### src/rtl/sprite_plot_stage.sv
// +----------------------------------------------------------------------------+
// | sprite_plot_stage                                                          |
// | Realigns sprite pixels with the ROM latency, keys out transparent pixels,  |
// | clips to the screen, and runs full-screen clear sweeps.                    |
// | Revision: 1.0                                                              |
// +----------------------------------------------------------------------------+
`default_nettype none

module sprite_plot_stage #(
    parameter int         ROM_LATENCY  = 1,
    parameter int         SCREEN_W     = 320,
    parameter int         SCREEN_H     = 240,
    parameter logic [2:0] TRANSPARENT  = 3'b111,
    parameter logic [2:0] CLEAR_COLOUR = 3'b000
) (
    input  logic       clock_all,
    input  logic       reset_all,
    input  logic       clear_req,
    input  logic       draw_active,
    input  logic [8:0] in_x,
    input  logic [7:0] in_y,
    input  logic [2:0] in_colour,
    input  logic       sprite_done,
    output logic       plot,
    output logic [8:0] vga_x,
    output logic [7:0] vga_y,
    output logic [2:0] vga_colour,
    output logic       busy,
    output logic       stage_done
);

    typedef enum logic [1:0] {
        ST_IDLE  = 2'd0,
        ST_CLEAR = 2'd1,
        ST_PASS  = 2'd2,
        ST_FLUSH = 2'd3
    } state_t;

    localparam logic [9:0] C_W_LIM      = 10'(SCREEN_W);
    localparam logic [8:0] C_H_LIM      = 9'(SCREEN_H);
    localparam logic [8:0] C_X_LAST     = 9'(SCREEN_W - 1);
    localparam logic [7:0] C_Y_LAST     = 8'(SCREEN_H - 1);
    localparam logic [7:0] C_Y_END      = 8'(SCREEN_H);
    localparam logic [1:0] C_FLUSH_LAST = 2'(ROM_LATENCY);

    state_t     state_q, state_d;
    logic [8:0] clr_x_q, clr_x_d;
    logic [7:0] clr_y_q, clr_y_d;
    logic [1:0] flush_cnt_q, flush_cnt_d;
    logic       flush_ok_q, flush_ok_d;

    logic [8:0] dl_x_q [ROM_LATENCY];
    logic [8:0] dl_x_d [ROM_LATENCY];
    logic [7:0] dl_y_q [ROM_LATENCY];
    logic [7:0] dl_y_d [ROM_LATENCY];
    logic       dl_v_q [ROM_LATENCY];
    logic       dl_v_d [ROM_LATENCY];

    logic       plot_q, plot_d;
    logic [8:0] vga_x_q, vga_x_d;
    logic [7:0] vga_y_q, vga_y_d;
    logic [2:0] vga_colour_q, vga_colour_d;
    logic       busy_q, busy_d;
    logic       stage_done_q, stage_done_d;

    logic       push_v;
    logic       pix_ok;
    logic [8:0] dl_x_out;
    logic [7:0] dl_y_out;

    assign dl_x_out = dl_x_q[ROM_LATENCY-1];
    assign dl_y_out = dl_y_q[ROM_LATENCY-1];

    // Delayed coordinates meet the colour the ROM returns for them this cycle.
    assign pix_ok = dl_v_q[ROM_LATENCY-1] && (in_colour != TRANSPARENT)
                    && ({1'b0, dl_x_out} < C_W_LIM) && ({1'b0, dl_y_out} < C_H_LIM);

    always_comb begin
        state_d      = state_q;
        clr_x_d      = clr_x_q;
        clr_y_d      = clr_y_q;
        flush_cnt_d  = flush_cnt_q;
        flush_ok_d   = flush_ok_q;
        plot_d       = 1'b0;
        vga_x_d      = vga_x_q;
        vga_y_d      = vga_y_q;
        vga_colour_d = vga_colour_q;
        stage_done_d = 1'b0;
        push_v       = 1'b0;

        case (state_q)
            ST_IDLE: begin
                if (clear_req) begin
                    state_d = ST_CLEAR;
                end else if (draw_active) begin
                    state_d = ST_PASS;
                    push_v  = 1'b1;
                end
            end
            ST_CLEAR: begin
                // y reaching SCREEN_H marks the sweep finished, one cycle after the last plot was issued.
                if (clr_y_q == C_Y_END) begin
                    state_d      = ST_IDLE;
                    stage_done_d = 1'b1;
                    clr_x_d      = '0;
                    clr_y_d      = '0;
                end else begin
                    plot_d       = 1'b1;
                    vga_x_d      = clr_x_q;
                    vga_y_d      = clr_y_q;
                    vga_colour_d = CLEAR_COLOUR;
                    if (clr_x_q == C_X_LAST) begin
                        clr_x_d = '0;
                        clr_y_d = (clr_y_q == C_Y_LAST) ? C_Y_END : clr_y_q + 8'd1;
                    end else begin
                        clr_x_d = clr_x_q + 9'd1;
                    end
                end
            end
            ST_PASS: begin
                push_v = draw_active;
                if (pix_ok) begin
                    plot_d       = 1'b1;
                    vga_x_d      = dl_x_out;
                    vga_y_d      = dl_y_out;
                    vga_colour_d = in_colour;
                end
                if (!draw_active) begin
                    state_d     = ST_FLUSH;
                    flush_cnt_d = '0;
                    flush_ok_d  = 1'b0;
                end else if (sprite_done) begin
                    state_d     = ST_FLUSH;
                    flush_cnt_d = '0;
                    flush_ok_d  = 1'b1;
                end
            end
            ST_FLUSH: begin
                if (pix_ok) begin
                    plot_d       = 1'b1;
                    vga_x_d      = dl_x_out;
                    vga_y_d      = dl_y_out;
                    vga_colour_d = in_colour;
                end
                if (flush_cnt_q == C_FLUSH_LAST) begin
                    state_d      = ST_IDLE;
                    stage_done_d = flush_ok_q;
                end else begin
                    flush_cnt_d = flush_cnt_q + 2'd1;
                end
            end
            default: state_d = ST_IDLE;
        endcase

        busy_d = (state_d != ST_IDLE);
    end

    always_comb begin
        dl_x_d[0] = in_x;
        dl_y_d[0] = in_y;
        dl_v_d[0] = push_v;
        for (int i = 1; i < ROM_LATENCY; i++) begin
            dl_x_d[i] = dl_x_q[i-1];
            dl_y_d[i] = dl_y_q[i-1];
            dl_v_d[i] = dl_v_q[i-1];
        end
    end

    always_ff @(posedge clock_all or posedge reset_all) begin
        if (reset_all) begin
            state_q      <= ST_IDLE;
            clr_x_q      <= '0;
            clr_y_q      <= '0;
            flush_cnt_q  <= '0;
            flush_ok_q   <= 1'b0;
            plot_q       <= 1'b0;
            vga_x_q      <= '0;
            vga_y_q      <= '0;
            vga_colour_q <= '0;
            busy_q       <= 1'b0;
            stage_done_q <= 1'b0;
            for (int i = 0; i < ROM_LATENCY; i++) begin
                dl_x_q[i] <= '0;
                dl_y_q[i] <= '0;
                dl_v_q[i] <= 1'b0;
            end
        end else begin
            state_q      <= state_d;
            clr_x_q      <= clr_x_d;
            clr_y_q      <= clr_y_d;
            flush_cnt_q  <= flush_cnt_d;
            flush_ok_q   <= flush_ok_d;
            plot_q       <= plot_d;
            vga_x_q      <= vga_x_d;
            vga_y_q      <= vga_y_d;
            vga_colour_q <= vga_colour_d;
            busy_q       <= busy_d;
            stage_done_q <= stage_done_d;
            for (int i = 0; i < ROM_LATENCY; i++) begin
                dl_x_q[i] <= dl_x_d[i];
                dl_y_q[i] <= dl_y_d[i];
                dl_v_q[i] <= dl_v_d[i];
            end
        end
    end

    assign plot       = plot_q;
    assign vga_x      = vga_x_q;
    assign vga_y      = vga_y_q;
    assign vga_colour = vga_colour_q;
    assign busy       = busy_q;
    assign stage_done = stage_done_q;

endmodule

`default_nettype wire

### config.mk
export PLATFORM = sky130hd
export DESIGN_NAME = sprite_plot_stage
export DESIGN_NICKNAME = d
export VERILOG_FILES = /design/src/rtl/sprite_plot_stage.sv
export SDC_FILE = /design/constraint.sdc
export NUM_CORES = 1
export LEC_CHECK = 0
export BUFFER_PORTS_ARGS = -buffer_cell sky130_fd_sc_hd__buf_2
export CAP_MARGIN = 15
export CORE_ASPECT_RATIO = 0.9
export CORE_UTILIZATION = 30
export DETAILED_ROUTE_END_ITERATION = 16
export GPL_TIMING_DRIVEN = 0
export PLACE_DENSITY_LB_ADDON = 0.15
export SLEW_MARGIN = 20
export SYNTH_ARGS = -nofsm -noshare
export SYNTH_HDL_FRONTEND = slang
export SYNTH_SLANG_ARGS = --single-unit
### constraint.sdc
create_clock -name clock_all -period 3.3 [get_ports clock_all]
set_input_delay 0.99 -clock clock_all [delete_from_list [all_inputs] [get_ports clock_all]]
set_output_delay 0.99 -clock clock_all [all_outputs]
set_load 0.03 [all_outputs]
[Word-level counts from Yosys, hierarchy flattened]
Index checks and enable logic that the tools add are counted.
Cells by class
  add/subtract/negate cells: 3
  $lt $le $gt $ge: 2
  equal/unequal tests: 13
  muxes and demuxes: 36
  reductions and logical operators: 13
Operators by type and width (number)
  8-bit 2-to-1 mux: 5
  9-bit 2-to-1 mux: 4
  2-bit 2-to-1 mux: 9
  9-bit one-hot mux with 2 select lines: 1
  8-bit == test, second input constant: 2
  8-bit one-hot mux with 2 select lines: 1
  9-bit by 1-bit adder with 9-bit output, second input constant: 1
  9-bit == test, second input constant: 1
  9-bit < comparator, second input constant: 1
  8-bit by 1-bit adder with 8-bit output, second input constant: 1
  8-bit < comparator, second input constant: 1
  1-bit 2-to-1 mux: 8
  2-bit one-hot mux with 4 select lines: 1
  2-bit nonzero test: 4
  3-bit 2-to-1 mux: 2
  3-bit != test, second input constant: 2
  1-bit one-hot mux with 2 select lines: 3
  3-bit one-hot mux with 2 select lines: 1
  3-bit AND reduction: 2
  2-bit by 1-bit == test with 1-bit output, second input constant: 2
  2-bit == test, second input constant: 2
  2-bit by 1-bit != test with 1-bit output, second input constant: 2
  2-bit != test, second input constant: 2
  2-bit one-hot mux with 2 select lines: 1
  other kinds (5): 8
Word-level totals
  flip-flop bits (word level): 63
  bits of input ports: 25
  output and inout port bits: 23
  logic and storage cells: 81

[Longest topological paths before layout]
  depth after elaboration: 6
  depth in mapped cells: 7
  gate-level depth less buffers: 6

[Worst setup path after synthesis]
OpenSTA, ideal clock, no wires.
  kind: input to register
  start: input port in_colour[2]
  end: register vga_x_q[0], in the netlist vga_x[0]
  setup time: 0.125 ns
  arrival: 1.793 ns
  data required time: 3.175 ns
  path slack: 1.382 ns
  stages on the path: 5
  buffers on the path: 1
  path through: nand3_1 nand2_1 o21ai_2 buf_6 mux2_4
Between the ends
  word-level cells in the longest chain between the ends: 6
Ends and longest elaborated chain
  from (decl): line 22  | input logic [2:0] in_colour,
  3-bit != test: line 75  | assign pix_ok = dl_v_q[ROM_LATENCY-1] && (in_colour != TRANSPARENT)
  1-bit logical AND: line 75
  1-bit logical AND (2 in a row): line 76  | && ({1'b0, dl_x_out} < C_W_LIM) && ({1'b0, dl_y_out} < C_H_LIM);
  2-bit by 1-bit != test with 1-bit output (no line)
  3-bit AND reduction (no line)
  to (signal assigned): line 194  | vga_x_q <= vga_x_d;
  to (decl): line 60  | logic [8:0] vga_x_q, vga_x_d;
No other way between the ends.
A chain may end at the register's enable or synchronous reset.

[Worst setup path after layout]
  start: register clr_y_q[1]
  end: register vga_x_q[8], in the netlist vga_x[8]
Between the ends
  word-level cells in the longest chain between the ends: 3
Ends and longest elaborated chain
  from (decl): line 48  | logic [7:0] clr_y_q, clr_y_d;
  from (signal assigned): line 190  | clr_y_q <= clr_y_d;
  8-bit == test: line 102  | if (clr_y_q == C_Y_END) begin
  2-bit != test (no line)
  3-bit AND reduction (no line)
No other way between the ends.

==> metrics <==
final setup vio count=0; ys flop type=dfrtp_1; Hold WC Path Type=flop to flop; Syn Area/Cell=between 10 and 15 sq um; Synth area leaders=dfrtp_1 (55%), mux2_4 (8.3%), mux2_1 (5.1%); Worst Path Max Fanout=10; IO Count=48; Die Ht=between 90 and 100 microns; n_diodes=0; H-Tree Depth=3; Initial Utilization=0.313; LEAKAGE=about 1.7 nW; share of the synthesized area in the top cell type=0.546; required time of the critical path=3520 ps; Gates resized, CTS repair=0; Hold Buf Count CTS=0; largest net degree at the start of global routing=38; Reg clk slew, reported paths=70 ps; die area=10,000 sq um; Fmax=approximately 510 MHz; layout cells sized above 1=0.318; post-synthesis net count=265; # fillers=931; synthesized flop and latch total=between 60 and 70; post-layout min period=1950 ps; Via Count=1,977; Post-Synthesis Cells=236; Comb pwr share=0.394; Final Util=0.379; Final Cycle Share=0.590; RSZ-0062 raised after global routing=no; hpwl dp=between 4 and 5 mm; Worst Setup Start Kind=flop; final hold slack=483 ps; area leader, netlist=dfrtp_1; sw frac=0.365; post-layout instance count excluding filler cells=roughly 420; placed instance area=3300 sq um; Post-DRT Antenna Nets=0; vias in the first global route=2,048; clock buffer depth=2; sequential fraction of the synthesis area=0.546; Placer Congestion=0.801; first-pass GRT wire length=10.2 mm; Final nets=324; via-per-instance ratio=roughly 4.7; clock network fraction of design power=0.232; final instance area=3490 sq um; async set-reset flop share out of synthesis=1.00; Sequential Power Share=0.374; postcts setup bufs=0; Netlist cell types=51; TritonCTS Buffers=9; Die Wd=105 microns; CP arrival=~2200 ps; Fin. Hold Viols=0; dpl cells=just over 400; Root Driver=clkbuf_8; clk_lat worst skew=340 ps; Remaining Overflow, GRT=0; WL/cell=14.4 microns; Pre-Repair DR Iteration Count=4; DRT iter0 DRCs=71; Synth Cell Area=2890 sq um; Max Cap Viol=0; Net Switching=0.00106 W; critical path type=flop to flop; Post-synth EDFFs=0; clock sink count=63; Pins Over Slew Limit=0; critical path endpoint category=flop; yosys warns=0; Worst Skew=6.40 ps; GR Util All Layers=0.136; WL final=6.06 mm; Least-Margin Pin Slew=629 ps; initial antenna violation count=0; Pwr Density=829 nW/um^2; IO buf count=47; core footprint=~9000 sq um; status=finished, final reports clean; Int Pwr=0.00184 W; Design Power=0.00289 W; CTS tree=done; Max rail drop VDD=roughly 0.39 mV; Slew Limit Headroom=0.581; Area Growth Syn to Fin=21.0%; residual DRC count=0; Rows=33
[state kept, by name (all words and copies together) (netlist names)]
register and count:
state_q 2, dl_y_out 8, vga_y 8, clr_x_q 9, vga_x 9, stage_done 1, flush_cnt_q 2, clr_y_q 8
busy 1, plot 1, vga_colour 3, dl_x_out 9, dl_v_q 1, flush_ok_q 1
[power by group through the flow]
| stage | registers (W) | clock network, W | logic, W |
|---|---|---|---|
| after floorplan | 0.00127 | 0 | 0.000686 |
| after global placement | 0.00110 | 0 | 0.00114 |
| after detailed placement | 0.00110 | 0 | 0.00116 |
| after CTS | 0.00109 | 0.000696 | 0.00116 |
| after global routing | 0.00111 | 0.000734 | 0.00124 |
| final | 0.00108 | 0.000672 | 0.00114 |
[cells in the mapped netlist (2+ instances only)]
library cell and instances:
o31ai_1 2, o21ai_0 8, inv_1 13, buf_6 3, nor4_1 2, a221o_1 3
a21oi_1 4, nand2b_1 4, xor2_1 4, mux2i_1 3, nor2_1 10, nor3_1 3
mux2_4 16, buf_2 2, xnor2_1 3, mux2_1 13, a31oi_1 2, dfrtp_1 63
and3_1 4, clkbuf_1 2, ha_1 4, mux2_2 2, nand2_1 24, nand3_1 6
nand3_2 2, o21ai_1 5, or3_1 3, nand4_1 3
[final timing paths]
path                            depth (start not counted)             end            from  slack [ps]
worst min-delay path                                    1  flush_cnt_q[0]  flush_cnt_q[0]         480
max in group asynchronous                               3            plot       reset_all        2170
worst min register to register                          1  flush_cnt_q[0]  flush_cnt_q[0]         480
worst max-delay path                                    7        vga_x[8]      clr_y_q[1]        1350
worst max register to register                          7        vga_x[8]      clr_y_q[1]        1350
min in group asynchronous                               2        vga_x[4]       reset_all         620
[layout by cell type (no fill, tap or decap), drive strengths merged, types with 2 or more instances in the layout]
cell type / Yosys / layout
and2: 2 / 2
a21oi: 4 / 4
a31oi: 2 / 2
xor2: 4 / 4
nor4: 2 / 2
ha: 4 / 4
nand3: 8 / 8
nor3: 4 / 4
buf: 5 / 53
clkinv: 0 / 3
nand2: 24 / 24
inv: 14 / 14
xnor2: 3 / 3
clkbuf: 2 / 13
o31ai: 2 / 2
and3: 4 / 4
a221o: 3 / 3
nand4: 3 / 3
nor2: 11 / 11
or3: 3 / 3
mux2: 31 / 31
nand2b: 4 / 4
mux2i: 3 / 3
dfrtp: 63 / 63
o21ai: 15 / 15
[worst max-delay path: stages (launching register included)]
cell       delay, ps
dfrtp_1          430
inv_1            100
ha_1             210
nand4bb_4        170
o21ai_4          260
o21ai_2          150
buf_6            190
mux2_4           300
[through the flow]
| stage | setup TNS [ps] | setup slack [ps] |
|---|---|---|
| 4_1_cts | 0 | 1330 |
| 5_1_grt | 0 | 1210 |
| 3_3_place_gp | -9980 | -163 |
| 3_5_place_dp | 0 | 1080 |
| 6_report | 0 | 1350 |
| 2_1_floorplan | 0 | 740 |
[final cells by class]
cell class	instances	area, sq um	area share
Inverter	14	55.1	0.0158
Sequential cell	63	1580	0.451
Timing Repair Buffer	48	255	0.0731
Clock buffer	11	151	0.0434
Tap cell	122	153	0.0437
Clock inverter	4	45.0	0.0129
Multi-Input combinational cell	152	1200	0.345
Buffer	7	51.3	0.0147
[layer usage]
metal,vias up,global-route usage,routed length [microns]
met4,0,0.0528,89
met1,969,0.175,2840
met3,12,0.0451,218
li1,953,-,-
met2,43,0.212,2910
met5,-,0,0
[logic make-up after synthesis]
logic type,count (synthesis),synth area share
AOI/OAI and AO/OA,35,0.0859
xor gates and xnor gates,7,0.0212
adders and majority gates,4,0.0173
buffers and inverters,21,0.0360
DFF,63,0.546
muxes,34,0.152
and+or+nand+nor,72,0.141
(Power assumes the default switching activity.)
